==> src/rtl/up_mac_seq_if.sv <==
// up_* register bus: one-cycle request pulses from the bus master, registered acks/read data back.
// The master owns requests and addresses; the slave owns acks and read data.
interface up_mac_seq_if;
  logic        up_wreq;
  logic [7:0]  up_waddr;
  logic [31:0] up_wdata;
  logic        up_wack;
  logic        up_rreq;
  logic [7:0]  up_raddr;
  logic [31:0] up_rdata;
  logic        up_rack;

  modport master (
    output up_wreq, up_waddr, up_wdata, up_rreq, up_raddr,
    input  up_wack, up_rdata, up_rack
  );

  modport slave (
    input  up_wreq, up_waddr, up_wdata, up_rreq, up_raddr,
    output up_wack, up_rdata, up_rack
  );
endinterface

==> src/rtl/up_mac_seq.sv <==
// Sequential signed MAC over CHANNELS operand pairs with wrap/saturate accumulate, behind the up_* bus.
// Bus acks one cycle after request, never stalled; a run takes CHANNELS+1 busy cycles, irq follows.
module up_mac_seq #(
  parameter int ID         = 0,
  parameter int CHANNELS   = 4,
  parameter int DATA_WIDTH = 16,
  parameter int ACC_WIDTH  = 40
) (
  input  logic        s_axi_aclk,
  input  logic        s_axi_aresetn,
  up_mac_seq_if.slave up,
  output logic        busy,
  output logic        irq
);

  localparam int PW = 2 * DATA_WIDTH;
  localparam int IW = (CHANNELS > 1) ? $clog2(CHANNELS) : 1;
  localparam logic [IW-1:0] LAST = IW'(CHANNELS - 1);
  localparam logic signed [ACC_WIDTH-1:0] ACC_MAX = {1'b0, {(ACC_WIDTH-1){1'b1}}};
  localparam logic signed [ACC_WIDTH-1:0] ACC_MIN = {1'b1, {(ACC_WIDTH-1){1'b0}}};

  typedef enum logic [1:0] {IDLE, RUN, DRAIN} state_t;

  state_t state, state_nxt;

  logic signed [DATA_WIDTH-1:0] op_a [CHANNELS];
  logic signed [DATA_WIDTH-1:0] op_b [CHANNELS];
  logic signed [DATA_WIDTH-1:0] cur_a, cur_b;
  logic signed [PW-1:0]         prod_reg;
  logic signed [ACC_WIDTH-1:0]  acc, acc_nxt;
  logic signed [ACC_WIDTH:0]    sum;
  logic signed [63:0]           acc_ext;
  logic [IW-1:0]                idx;
  logic [31:0]                  acc_hi;
  logic [31:0]                  rd_val;
  logic valid, sat_en, done, overflow, sum_ovf;
  logic idle, wr_ctrl, start_req, clear_req, op_wr, op_rd, soft_rst, rd_acc_lo;

  // ---------------------------------------------------------------- decode
  assign idle      = (state == IDLE);
  assign busy      = !idle;
  assign wr_ctrl   = up.up_wreq && (up.up_waddr == 8'h03);
  assign start_req = wr_ctrl && up.up_wdata[0] && idle;
  assign clear_req = wr_ctrl && up.up_wdata[1] && idle;
  assign op_wr     = up.up_wreq && (up.up_waddr[7:6] == 2'b01) && idle;
  assign soft_rst  = up.up_wreq && (up.up_waddr == 8'h20) && !up.up_wdata[0];
  assign op_rd     = (up.up_raddr[7:6] == 2'b01);
  assign rd_acc_lo = up.up_rreq && (up.up_raddr == 8'h05);

  // ---------------------------------------------------------------- FSM
  always_ff @(posedge s_axi_aclk or negedge s_axi_aresetn) begin
    if (!s_axi_aresetn) state <= IDLE;
    else                state <= state_nxt;
  end

  always_comb begin
    state_nxt = state;
    case (state)
      IDLE:    if (start_req) state_nxt = RUN;
      RUN:     if (idx == LAST) state_nxt = DRAIN;
      DRAIN:   state_nxt = IDLE;
      default: state_nxt = IDLE;
    endcase
    if (soft_rst) state_nxt = IDLE;
  end

  // ---------------------------------------------------------------- datapath
  always_comb begin
    cur_a = op_a[0];
    cur_b = op_b[0];
    for (int c = 0; c < CHANNELS; c++) begin
      if (idx == IW'(c)) begin
        cur_a = op_a[c];
        cur_b = op_b[c];
      end
    end
  end

  // One guard bit above the accumulator exposes signed overflow as a sign mismatch.
  assign sum     = (ACC_WIDTH+1)'(acc) + (ACC_WIDTH+1)'(prod_reg);
  assign sum_ovf = (sum[ACC_WIDTH] != sum[ACC_WIDTH-1]);
  assign acc_ext = 64'(acc);

  always_comb begin
    acc_nxt = sum[ACC_WIDTH-1:0];
    if (sum_ovf && sat_en) acc_nxt = sum[ACC_WIDTH] ? ACC_MIN : ACC_MAX;
  end

  always_ff @(posedge s_axi_aclk or negedge s_axi_aresetn) begin
    if (!s_axi_aresetn) begin
      for (int c = 0; c < CHANNELS; c++) begin
        op_a[c] <= '0;
        op_b[c] <= '0;
      end
      acc      <= '0;
      acc_hi   <= '0;
      prod_reg <= '0;
      idx      <= '0;
      valid    <= 1'b0;
      sat_en   <= 1'b0;
      done     <= 1'b0;
      overflow <= 1'b0;
      irq      <= 1'b0;
    end else if (soft_rst) begin
      for (int c = 0; c < CHANNELS; c++) begin
        op_a[c] <= '0;
        op_b[c] <= '0;
      end
      acc      <= '0;
      acc_hi   <= '0;
      prod_reg <= '0;
      idx      <= '0;
      valid    <= 1'b0;
      sat_en   <= 1'b0;
      done     <= 1'b0;
      overflow <= 1'b0;
      irq      <= 1'b0;
    end else begin
      if (wr_ctrl) sat_en <= up.up_wdata[2];
      for (int c = 0; c < CHANNELS; c++) begin
        if (op_wr && (up.up_waddr[5:0] == 6'(c))) begin
          op_a[c] <= up.up_wdata[16 +: DATA_WIDTH];
          op_b[c] <= up.up_wdata[0 +: DATA_WIDTH];
        end
      end
      if (rd_acc_lo) acc_hi <= acc_ext[63:32];

      valid <= (state == RUN);
      irq   <= (state == DRAIN);
      if (state == RUN) begin
        prod_reg <= PW'(cur_a) * PW'(cur_b);
        idx      <= idx + 1'b1;
      end
      if (start_req) begin
        idx  <= '0;
        done <= 1'b0;
      end
      if (state == DRAIN) done <= 1'b1;

      // CLEAR is only accepted when idle, where valid is already low.
      if (clear_req) begin
        acc      <= '0;
        overflow <= 1'b0;
      end else if (valid) begin
        acc <= acc_nxt;
        if (sum_ovf) overflow <= 1'b1;
      end
    end
  end

  // ---------------------------------------------------------------- read mux and bus acks
  always_comb begin
    rd_val = '0;
    case (up.up_raddr)
      8'h00:   rd_val = 32'h0001_0000;
      8'h01:   rd_val = 32'(ID);
      8'h02:   rd_val = 32'h4343_414D;
      8'h03:   rd_val = {29'b0, sat_en, 2'b0};
      8'h04:   rd_val = {16'b0, 8'(CHANNELS), 5'b0, overflow, done, busy};
      8'h05:   rd_val = acc_ext[31:0];
      8'h06:   rd_val = acc_hi;
      default: begin
        for (int c = 0; c < CHANNELS; c++) begin
          if (op_rd && (up.up_raddr[5:0] == 6'(c)))
            rd_val = {16'(op_a[c]), 16'(op_b[c])};
        end
      end
    endcase
  end

  // Not affected by SOFT_RESET so the reset write itself is still acknowledged.
  always_ff @(posedge s_axi_aclk or negedge s_axi_aresetn) begin
    if (!s_axi_aresetn) begin
      up.up_wack  <= 1'b0;
      up.up_rack  <= 1'b0;
      up.up_rdata <= '0;
    end else begin
      up.up_wack  <= up.up_wreq;
      up.up_rack  <= up.up_rreq;
      up.up_rdata <= up.up_rreq ? rd_val : 32'h0;
    end
  end

endmodule
==> src/flat_wrapper.sv <==
// flat-port wrapper written by rule: the top's interface ports become plain ports
module up_mac_seq_flat 
#(
  parameter int ID         = 0,
  parameter int CHANNELS   = 4,
  parameter int DATA_WIDTH = 16,
  parameter int ACC_WIDTH  = 40
)
  (s_axi_aclk, s_axi_aresetn, busy, irq, up_up_wreq, up_up_waddr, up_up_wdata, up_up_rreq, up_up_raddr, up_up_wack, up_up_rdata, up_up_rack);
  up_mac_seq_if up_i ();
  input  logic s_axi_aclk;
  input  logic s_axi_aresetn;
  output logic busy;
  output logic irq;
  input wire logic [$bits(up_i.up_wreq)-1:0] up_up_wreq;
  input wire logic [$bits(up_i.up_waddr)-1:0] up_up_waddr;
  input wire logic [$bits(up_i.up_wdata)-1:0] up_up_wdata;
  input wire logic [$bits(up_i.up_rreq)-1:0] up_up_rreq;
  input wire logic [$bits(up_i.up_raddr)-1:0] up_up_raddr;
  output wire logic [$bits(up_i.up_wack)-1:0] up_up_wack;
  output wire logic [$bits(up_i.up_rdata)-1:0] up_up_rdata;
  output wire logic [$bits(up_i.up_rack)-1:0] up_up_rack;
  assign up_i.up_wreq = up_up_wreq;
  assign up_i.up_waddr = up_up_waddr;
  assign up_i.up_wdata = up_up_wdata;
  assign up_i.up_rreq = up_up_rreq;
  assign up_i.up_raddr = up_up_raddr;
  assign up_up_wack = up_i.up_wack;
  assign up_up_rdata = up_i.up_rdata;
  assign up_up_rack = up_i.up_rack;
  up_mac_seq #(.ID(ID), .CHANNELS(CHANNELS), .DATA_WIDTH(DATA_WIDTH), .ACC_WIDTH(ACC_WIDTH)) u_core (.s_axi_aclk(s_axi_aclk), .s_axi_aresetn(s_axi_aresetn), .up(up_i), .busy(busy), .irq(irq));
endmodule
==> config.mk <==
export PLATFORM = sky130hd
export DESIGN_NAME = up_mac_seq_flat
export DESIGN_NICKNAME = d
export VERILOG_FILES = /design/src/rtl/up_mac_seq_if.sv /design/src/rtl/up_mac_seq.sv /design/src/flat_wrapper.sv
export SDC_FILE = /design/constraint.sdc
export NUM_CORES = 1
export LEC_CHECK = 0
export BUFFER_PORTS_ARGS = -buffer_cell sky130_fd_sc_hd__buf_4
export CAP_MARGIN = 20
export CORE_MARGIN = 5
export CORE_UTILIZATION = 50
export CTS_CLUSTER_DIAMETER = 120
export DETAILED_ROUTE_END_ITERATION = 16
export GPL_TIMING_DRIVEN = 0
export PLACE_DENSITY = 0.67
export SYNTH_ARGS = -nofsm -noshare
export SYNTH_HDL_FRONTEND = slang
export SYNTH_SLANG_ARGS = --single-unit
==> constraint.sdc <==
create_clock -name s_axi_aclk -period 22.1 [get_ports s_axi_aclk]
set_input_delay 0 -clock s_axi_aclk [delete_from_list [all_inputs] [get_ports s_axi_aclk]]
set_output_delay 0 -clock s_axi_aclk [all_outputs]
set_load 0.01 [all_outputs]
After elaboration in Yosys (flattened, before gate mapping):

Cells that the tools add are included.

* multiply operators: 1
* add/sub/neg operators: 2
* reduce and logical (&&, ||, !) cells: 38
* multiplexer cells: 49
* equal/unequal tests: 24

Operators with widths (count)
* two-way mux 32 bit: 9
* two-way mux 16 bit: 14
* case mux 32 bit (7 select lines): 1
* two-way mux 40 bit: 5
* two-way mux 64 bit: 2
* adder 40 x 32 -> 41 bit: 1
* multiplier 16 x 16 -> 32 bit: 1
* equality test 6 x 2 -> 1 bit (second input constant): 4
* equality test 8 x 2 -> 1 bit (second input constant): 3
* equality test 8 x 3 -> 1 bit (second input constant): 3
* logical AND 1 bit: 19
* nonzero test 2 bit: 7
* equality test 6 x 1 -> 1 bit (second input constant): 2
* logical NOT 6 bit: 2
* two-way mux 2 bit: 6
* nonzero test 3 bit: 4
* two-way mux 1 bit: 11
* equality test 2 x 1 -> 1 bit (second input constant): 4
* equality test 8 x 1 -> 1 bit (second input constant): 1
* equality test 8 x 6 -> 1 bit (second input constant): 1
* logical NOT 8 bit: 1
* equality test 2 bit (second input constant): 3
* case mux 2 bit (2 select lines): 1
* AND reduction 2 bit: 2
* 6 further kinds: 7

* input bits: 52
* word-level logic and storage cells: 135
* flip-flop bits (word level): 275
* output and inout port bits: 36

Logic depth before layout (Yosys ltp):

Gate-level depths: netlist of run 1.

* depth in word-level cells: 8
* depth in mapped cells: 35
* depth with buffers taken out: 31

Worst setup path after synthesis of run 1:

OpenSTA, ideal clock, no wires.

* path type: reg2reg
* start: register u_core.idx[1]
* end: register u_core.prod_reg[27]
* period minus slack after synthesis: 7708 ps
* setup time: 69 ps
* arrival: 7639 ps
* path buffers: 4
* slack: 14392 ps
* data required time: 22031 ps
* cell stages (with the launch flop): 29
* path through: dfrtp_1 > inv_1 > ha_1 > clkbuf_1 > clkbuf_1 > clkbuf_1 > a211oi_1 > o31ai_1 > nand2_1 > fa_1 > fa_1 > fa_1 > inv_1 > fa_1 > fa_1 > inv_1 > fa_1 > inv_1 > ha_1 > clkbuf_1 > a21o_1 > nor3b_1 > a211oi_1 > a211oi_1 > a21oi_1 > o211ai_1 > o2bb2ai_1 > or4_1 > nand3_1

* word-level cells in the longest chain between the ends: 7
* elaborated cells on any way between the ends: 12
* those cells by class: mul: 1; eq/ne: 3; mux: 8

RTL lines
* from (decl): line up_mac_seq.sv:33 `logic [IW-1:0] idx;`
* from (signal assigned): line up_mac_seq.sv:132 `idx <= idx + 1'b1;`
* equality test 2 x 1 -> 1 bit: line up_mac_seq.sv:72 `if (idx == IW'(c)) begin`
* two-way mux 16 bit (3 in a row): line up_mac_seq.sv:72
* multiplier 16 x 16 -> 32 bit *: line up_mac_seq.sv:131 `prod_reg <= PW'(cur_a) * PW'(cur_b);`
* two-way mux 32 bit *: line up_mac_seq.sv:130 `if (state == RUN) begin`
* two-way mux 32 bit *: line up_mac_seq.sv:104 `end else if (soft_rst) begin`
* to (signal assigned): line up_mac_seq.sv:131
* to (decl): line up_mac_seq.sv:29 `logic signed [PW-1:0] prod_reg;`

Mark *: on every way between the ends. The rest lies on a longest branch, timed or not. The select of a mux whose other input is x is not followed.
A chain may end at the register's enable or synchronous reset.

Final worst setup path of run 1:

Same ends and word-level chain as after synthesis.

==> metrics.yaml, run 1 <==
floorplanning:
  num_rows: 80
  fp.dieW_um: 230
  io_pins: 88
  die-area_sq_mm: 0.0531
  core_sq_mm: 0.0478
  die_y_um: 230
  start_util_pct: 50.7
critical_path:
  path_buf_inv: 9
  critPathMostFrequentCell: "fa_1"
  worstPathArrival_ns: 10.81
  cp_max_fo: 10
  slowest_stage: "a21oi_1"
  required_ns: 22.59
  cp-start-kind: "flip-flop"
  endpoint_kind: "flip-flop"
  crit_type: "reg2reg"
  slowest_delay_ns: 0.89
  cp_top_family: "adder cells"
logic_synthesis:
  syn_nets: 3336
  ys.flop_type: "dfrtp_1"
  synth-seq-cells: 251
  yosys.area.top_type: "dfrtp_1"
  syn_inst: 2896
  synth_cell_types: 70
  synth_area_leaders: "dfrtp_1 (26%), fa_1 (22%), nand2_1 (8.8%)"
  yosys_warnings: 0
  synth_top_area_share_pct: 25.9
  ys_async_sr_fraction_pct: 100
  syn_area_sq_mm: 0.0243
  synth_edf_count: 0
  avgSynthCellArea_sq_um: 8.38
  ys_seq_area_share_pct: 25.9
timing:
  rsz0062_at_grt: "no"
  tightestPinTransition_ns: 1.16
  fin_tns_setup_ns: 0
  finalWorstPathRequiredPeriod_ns: 10.31
  hold_slack_ns: -0.0241
  fmax_ghz: 0.0970
  skew_ns: 0.00986
  setup_viol: 0
  min_period_over_period_pct: 46.7
  finalMaxSlewViolations: 0
  hold_viol: 5
  relSlewSlack_pct: 22.4
cts:
  root_buffer: "clkbuf_16"
  cts_tree: "done"
  clk_latency_ns: 0.57
  numCtsBuffers: 28
  post-cts-setup-buffer-count: 0
  ctsHoldBuffers: 41
  cts_resized: 0
  cts_htree_levels: 1
  cts.path.max_buffers: 3
  cts_sinks: 251
  clk_pin_slew_worst_paths_ns: 0.07
global_routing:
  gr-total-overflow: 0
  grt_pass1_vias: 22279
  grt_max_degree: 104
  antenna_found_initial: 3
  grt_pass1_wl_um: 134000
  track_usage_pct: 32.8
finish:
  multiInputGateArea_sq_mm: 0.0163
  layout.nets: 3516
  fin_cells: 3715
  drive_above_1_share_pct: 6.78
  register_area_sq_mm: 0.00628
  top_regs: "u_core.op_a (64), u_core.op_b (64), u_core.acc (40)"
  final_area_sq_mm: 0.0274
  area_growth_pct: 13.0
  layout_common_cells: "nand2_1 (571), inv_1 (317), a21oi_1 (288)"
  nFillCells: 4395
  final_common_cell: "nand2_1"
  final_util_pct: 57.3
power:
  powerDensity_mw_per_mm2: 54.6
  comb_power_share_pct: 31.4
  p_leak_nw: 13.1
  sw_frac_of_total_pct: 35.7
  vdd_drop_max_mv: 0.0535
  intPower_mw: 0.963
  share_seq_of_total_power_pct: 33.9
  clkPwrFrac_pct: 34.7
  power_switching_mw: 0.535
drt:
  drc: 0
  totalWireLength_um: 87600
  drt_iter0_markers: 2431
  viasPerCell: 6.02
  drtPass1Iterations: 6
  vias: 22364
  wl_per_cell_um: 23.6
  antenna_left: 0
outcome:
  outcome: "finished, violations left"
  failed_checks: "hold timing"
flow_run:
  cap_violations: 0
placement:
  hpwl_um: 69200
  dp_cells: 3618
  port_buffers: 85
  placed_area_sq_mm: 0.0260
  gp_congestion: 1.04
min_path:
  hp-class: "in2async"
-- power groups by stage --
stage	logic (mW)	clock network, mW	registers [mW]
finish	0.471	0.519	0.508
global route	0.511	0.545	0.509
CTS	0.459	0.524	0.507
detailed placement	0.449	0	0.515
global placement	0.432	0	0.515
floorplan	0.296	0	0.503
-- routing by layer --
metal,share of wire (%),vias to the layer above,GRT usage (%)
li1,-,9822,-
met1,40,11151,44.9
met2,44,1119,50.5
met3,9.7,270,5.96
met4,6.5,2,16.6
met5,0.015,-,0
-- cells by family after synthesis --
logic type	synth area share [%]
AND/OR/NAND/NOR	18.3
XOR/XNOR	2.13
flip-flops	25.9
AO/OA/AOI/OAI	15.9
adder cells (fa/ha/maj)	28.1
multiplexers	2.28
buffers and inverters	7.34
-- area by class of cell --
cell class | count | share of cell area, %
plain buffers | 150 | 2.16
multi-input cells | 2178 | 59.4
diodes | 2 | 0.0182
flip-flops and latches | 251 | 22.9
repair buffers | 150 | 4.66
well taps | 615 | 2.81
clock buffers | 41 | 3.10
inverters | 317 | 4.34
clock inverters | 11 | 0.639
-- worst paths after layout --
path	from	endpoint	slack, ns	cells after the start
setup / recovery	u_core.idx[1]	u_core.prod_reg[27]	11.79	32
hold / removal	s_axi_aresetn	u_core.acc[33]	-0.02	2
setup reg to reg	u_core.idx[1]	u_core.prod_reg[27]	11.79	32
hold reg to reg	u_core.prod_reg[19]	u_core.prod_reg[19]	0.52	2
max in group asynchronous	s_axi_aresetn	u_core.op_a[32]	20.81	4
min in group s_axi_aclk	up_up_raddr[1]	u_core.up.up_rdata[0]	0.06	8
-- Yosys cell counts, types with 5 or more instances --
master	count
ha_1	125
a21oi_1	288
o31ai_1	28
o21a_1	19
nor3b_1	6
nand2b_1	29
buf_2	5
or3_1	8
o31a_1	25
or2_2	14
o21ai_0	112
dfrtp_1	251
and2_1	10
nor2_1	244
nand4_1	11
o211ai_1	5
a21o_1	24
a211oi_1	37
inv_1	317
nand3_1	31
o21bai_1	6
fa_1	263
a31oi_1	10
xnor2_1	45
nor2b_1	66
xor2_1	14
mux2i_1	44
clkbuf_1	127
o21ai_1	17
nor3_1	22
nor4_1	5
and3_1	11
nand2_1	571
a22oi_1	34
buf_1	13
-- through the flow --
stage / hold slack [ns] / total power [mW] / setup WS [ns]
after floorplan: -0.296 / 0.799 / 14.39
after global placement: 0.120 / 0.947 / 11.80
after detailed placement: 0.0188 / 0.964 / 11.79
after CTS: 0.0163 / 1.49 / 11.72
after global routing: 0.0539 / 1.57 / 11.59
final: -0.0241 / 1.50 / 11.79
(Power assumes the default switching activity.)
==> run 2, diff against run 1 <==
==> constraint.sdc (replaced) <==
create_clock -name s_axi_aclk -period 10.4 [get_ports s_axi_aclk]
set_input_delay 0 -clock s_axi_aclk [delete_from_list [all_inputs] [get_ports s_axi_aclk]]
set_output_delay 0 -clock s_axi_aclk [all_outputs]
set_load 0.01 [all_outputs]
==> run 2 against run 1 <==
  * The flow still finishes with violations (hold timing)
  * Power grew 110%
  * Die area is the same
  * Sequential power grew 110%
  * Utilization is essentially flat
  * Final cell count is the same
  * Via count is essentially flat
  * Clock-buffer cell count is the same
  * Maximum frequency grew 1.6%
  * Critical path type unchanged
  * Highest routed layer unchanged
==> metrics.yaml, run 2 (synthesized netlist as in run 1, its figures left out) <==
timing:
  finalWorstPathRequiredPeriod_ns: 10.15  # -0.163 ns
  skew_ns: 0.0119  # +0.00204 ns
  fmax_ghz: 0.0985  # +1.6%
  rsz0062_at_grt: "no"
  tightestPinTransition_ns: 1.03  # -0.133 ns
  hold_viol: 5  # unchanged
  relSlewSlack_pct: 31.2  # +8.8 points
  fin_tns_setup_ns: 0  # unchanged
  finalMaxSlewViolations: 0  # unchanged
  setup_viol: 0  # unchanged
  min_period_over_period_pct: 97.6  # +51 points
  hold_slack_ns: -0.0227  # +0.00142 ns
critical_path:
  cp_max_fo: 10  # unchanged
  endpoint_kind: "flip-flop"
  r2r_slack_ns: 0.25  # -11.54 ns
  rr_endpoint: "u_core.prod_reg[27]"
  required_ns: 10.89  # -11.70 ns
  slowest_delay_ns: 0.77  # -0.12 ns
  slowest_stage: "a21oi_1"
  crit_start: "u_core.idx[1]"
  crit_type: "reg2reg"
  crit_end: "u_core.prod_reg[27]"
  r2r_cells: 32  # unchanged
  worstPathArrival_ns: 10.64  # -0.17 ns
  critPathMostFrequentCell: "fa_1"
  r2r-start: "u_core.idx[1]"
  cp-start-kind: "flip-flop"
cts:
  cts_htree_levels: 1  # unchanged
  root_buffer: "clkbuf_16"
  post-cts-setup-buffer-count: 0  # unchanged
  cts_sinks: 251  # unchanged
  cts.path.max_buffers: 3  # unchanged
  cts_tree: "done"
  clk_latency_ns: 0.57  # about the same
  numCtsBuffers: 28  # unchanged
  clk_pin_slew_worst_paths_ns: 0.07  # about the same
drt:
  antenna_left: 0  # unchanged
  wl_met2_um: 38400  # about the same
  top_layer_used: "met5"
  drtPass1Iterations: 7  # +1
  drc: 0  # unchanged
  viasPerCell: 6.02  # about the same
  drt_iter0_markers: 2456  # +1.0%
  totalWireLength_um: 87400  # -0.23%
  vias: 22351  # -0.058%
  dr_wl_met3_um: 8330  # -1.8%
  wl_per_cell_um: 23.5  # -0.23%
  m1WireLength_um: 35100  # +0.33%
floorplanning:
  die_y_um: 230  # unchanged
  io_pins: 88  # unchanged
  core_sq_mm: 0.0478  # unchanged
  die-area_sq_mm: 0.0531  # unchanged
  num_rows: 80  # unchanged
  start_util_pct: 50.7  # unchanged
  fp.dieW_um: 230  # unchanged
global_routing:
  grt_pass1_vias: 22279  # unchanged
  grt_pass1_wl_um: 134000  # unchanged
  antenna_found_initial: 3  # unchanged
  gr-total-overflow: 0  # unchanged
  grt_max_degree: 104  # unchanged
  track_usage_pct: 32.8  # unchanged
placement:
  port_buffers: 85  # unchanged
  hpwl_um: 69200  # unchanged
  gp_congestion: 1.04  # unchanged
  placed_area_sq_mm: 0.0260  # unchanged
outcome:
  outcome: "finished, violations left"
  failed_checks: "hold timing"
finish:
  final_util_pct: 57.3  # about the same
  final_common_cell: "nand2_1"
  layout_common_cells: "nand2_1 (571), inv_1 (317), a21oi_1 (286)"
  layout.nets: 3516  # unchanged
  nFillCells: 4396  # +0.023%
  drive_above_1_share_pct: 6.88  # +0.097 points
  area_growth_pct: 13.0  # about the same
  final_area_sq_mm: 0.0274  # about the same
  top_regs: "u_core.op_a (64), u_core.op_b (64), u_core.acc (40)"
power:
  powerDensity_mw_per_mm2: 116  # +110%
  vdd_drop_max_mv: 0.114  # +110%
  totalPowerFinal_mw: 3.18  # +110%
  p_leak_nw: 13.1  # about the same
min_path:
  hp-class: "in2async"
flow_run:
  cap_violations: 0  # unchanged
## run 2: changes by cell type in the layout (fill, tap and decap cells not counted)
cell,before,now
clkbuf_1,131,130
clkbuf_2,1,2
a21oi_1,288,286
a21oi_2,1,3
## run 2: metrics by stage
stage	hold WS, ns	setup WS, ns	std cells
after detailed placement	0.0188	0.0896	3618
after global placement	0.120	0.101	3596
after global routing	0.0539	0.00781	3714
final	-0.0227	0.250	3715
after floorplan	-0.296	2.69	2896
after CTS	0.0163	0.0180	3711
## run 2: timing repair
action	CTS	global route
gates resized for setup	0	4
hold buffers	41	0
endpoints found under the hold margin	293	0
endpoints found under the setup margin	0	2
## run 2: routing by layer
metal	vias to the layer above	GRT usage (%)
met5	-	0
met4	2	16.6
met3	249	5.96
met2	1145	50.5
met1	11124	44.9
li1	9831	-
## run 2: power by group
part | leakage (nW) | internal [mW] | switching, mW
sequential | 3.33 | 1.02 | 0.0562
combinational | 9.27 | 0.354 | 0.644
clock | 0.503 | 0.668 | 0.435
## run 2: cell type report
class / instances / area, sq um / area share, %
multi-input cells: 2178 / 16300 / 59.4
flip-flops and latches: 251 / 6280 / 22.9
repair buffers: 150 / 1280 / 4.66
inverters: 317 / 1190 / 4.34
clock buffers: 41 / 851 / 3.10
well taps: 615 / 769 / 2.80
plain buffers: 150 / 594 / 2.17
clock inverters: 11 / 175 / 0.638
diodes: 2 / 5.00 / 0.0182
## run 2: worst min-delay path by stage
stage | start | endpoint | slack, ns | cells past startpoint
after floorplan | s_axi_aresetn | u_core.acc[0] | -0.30 | 0
after global placement | up_up_wreq | u_core.up.up_wack | 0.12 | 1
after detailed placement | s_axi_aresetn | u_core.acc[33] | 0.02 | 1
after CTS | s_axi_aresetn | u_core.acc[33] | 0.02 | 2
after global routing | s_axi_aresetn | u_core.acc[33] | 0.05 | 2
final | s_axi_aresetn | u_core.acc[33] | -0.02 | 2
## run 2: critical path, delay by kind of cell, from the launching register on
| family | cells | cell delay [ns] |
|---|---|---|
| buffers and inverters | 9 | 2.43 |
| AND/OR/NAND/NOR | 6 | 0.79 |
| multiplexers | 1 | 0.26 |
| AO/OA/AOI/OAI | 8 | 2.68 |
| flip-flops | 1 | 0.41 |
| adder cells (fa/ha/maj) | 8 | 3.48 |
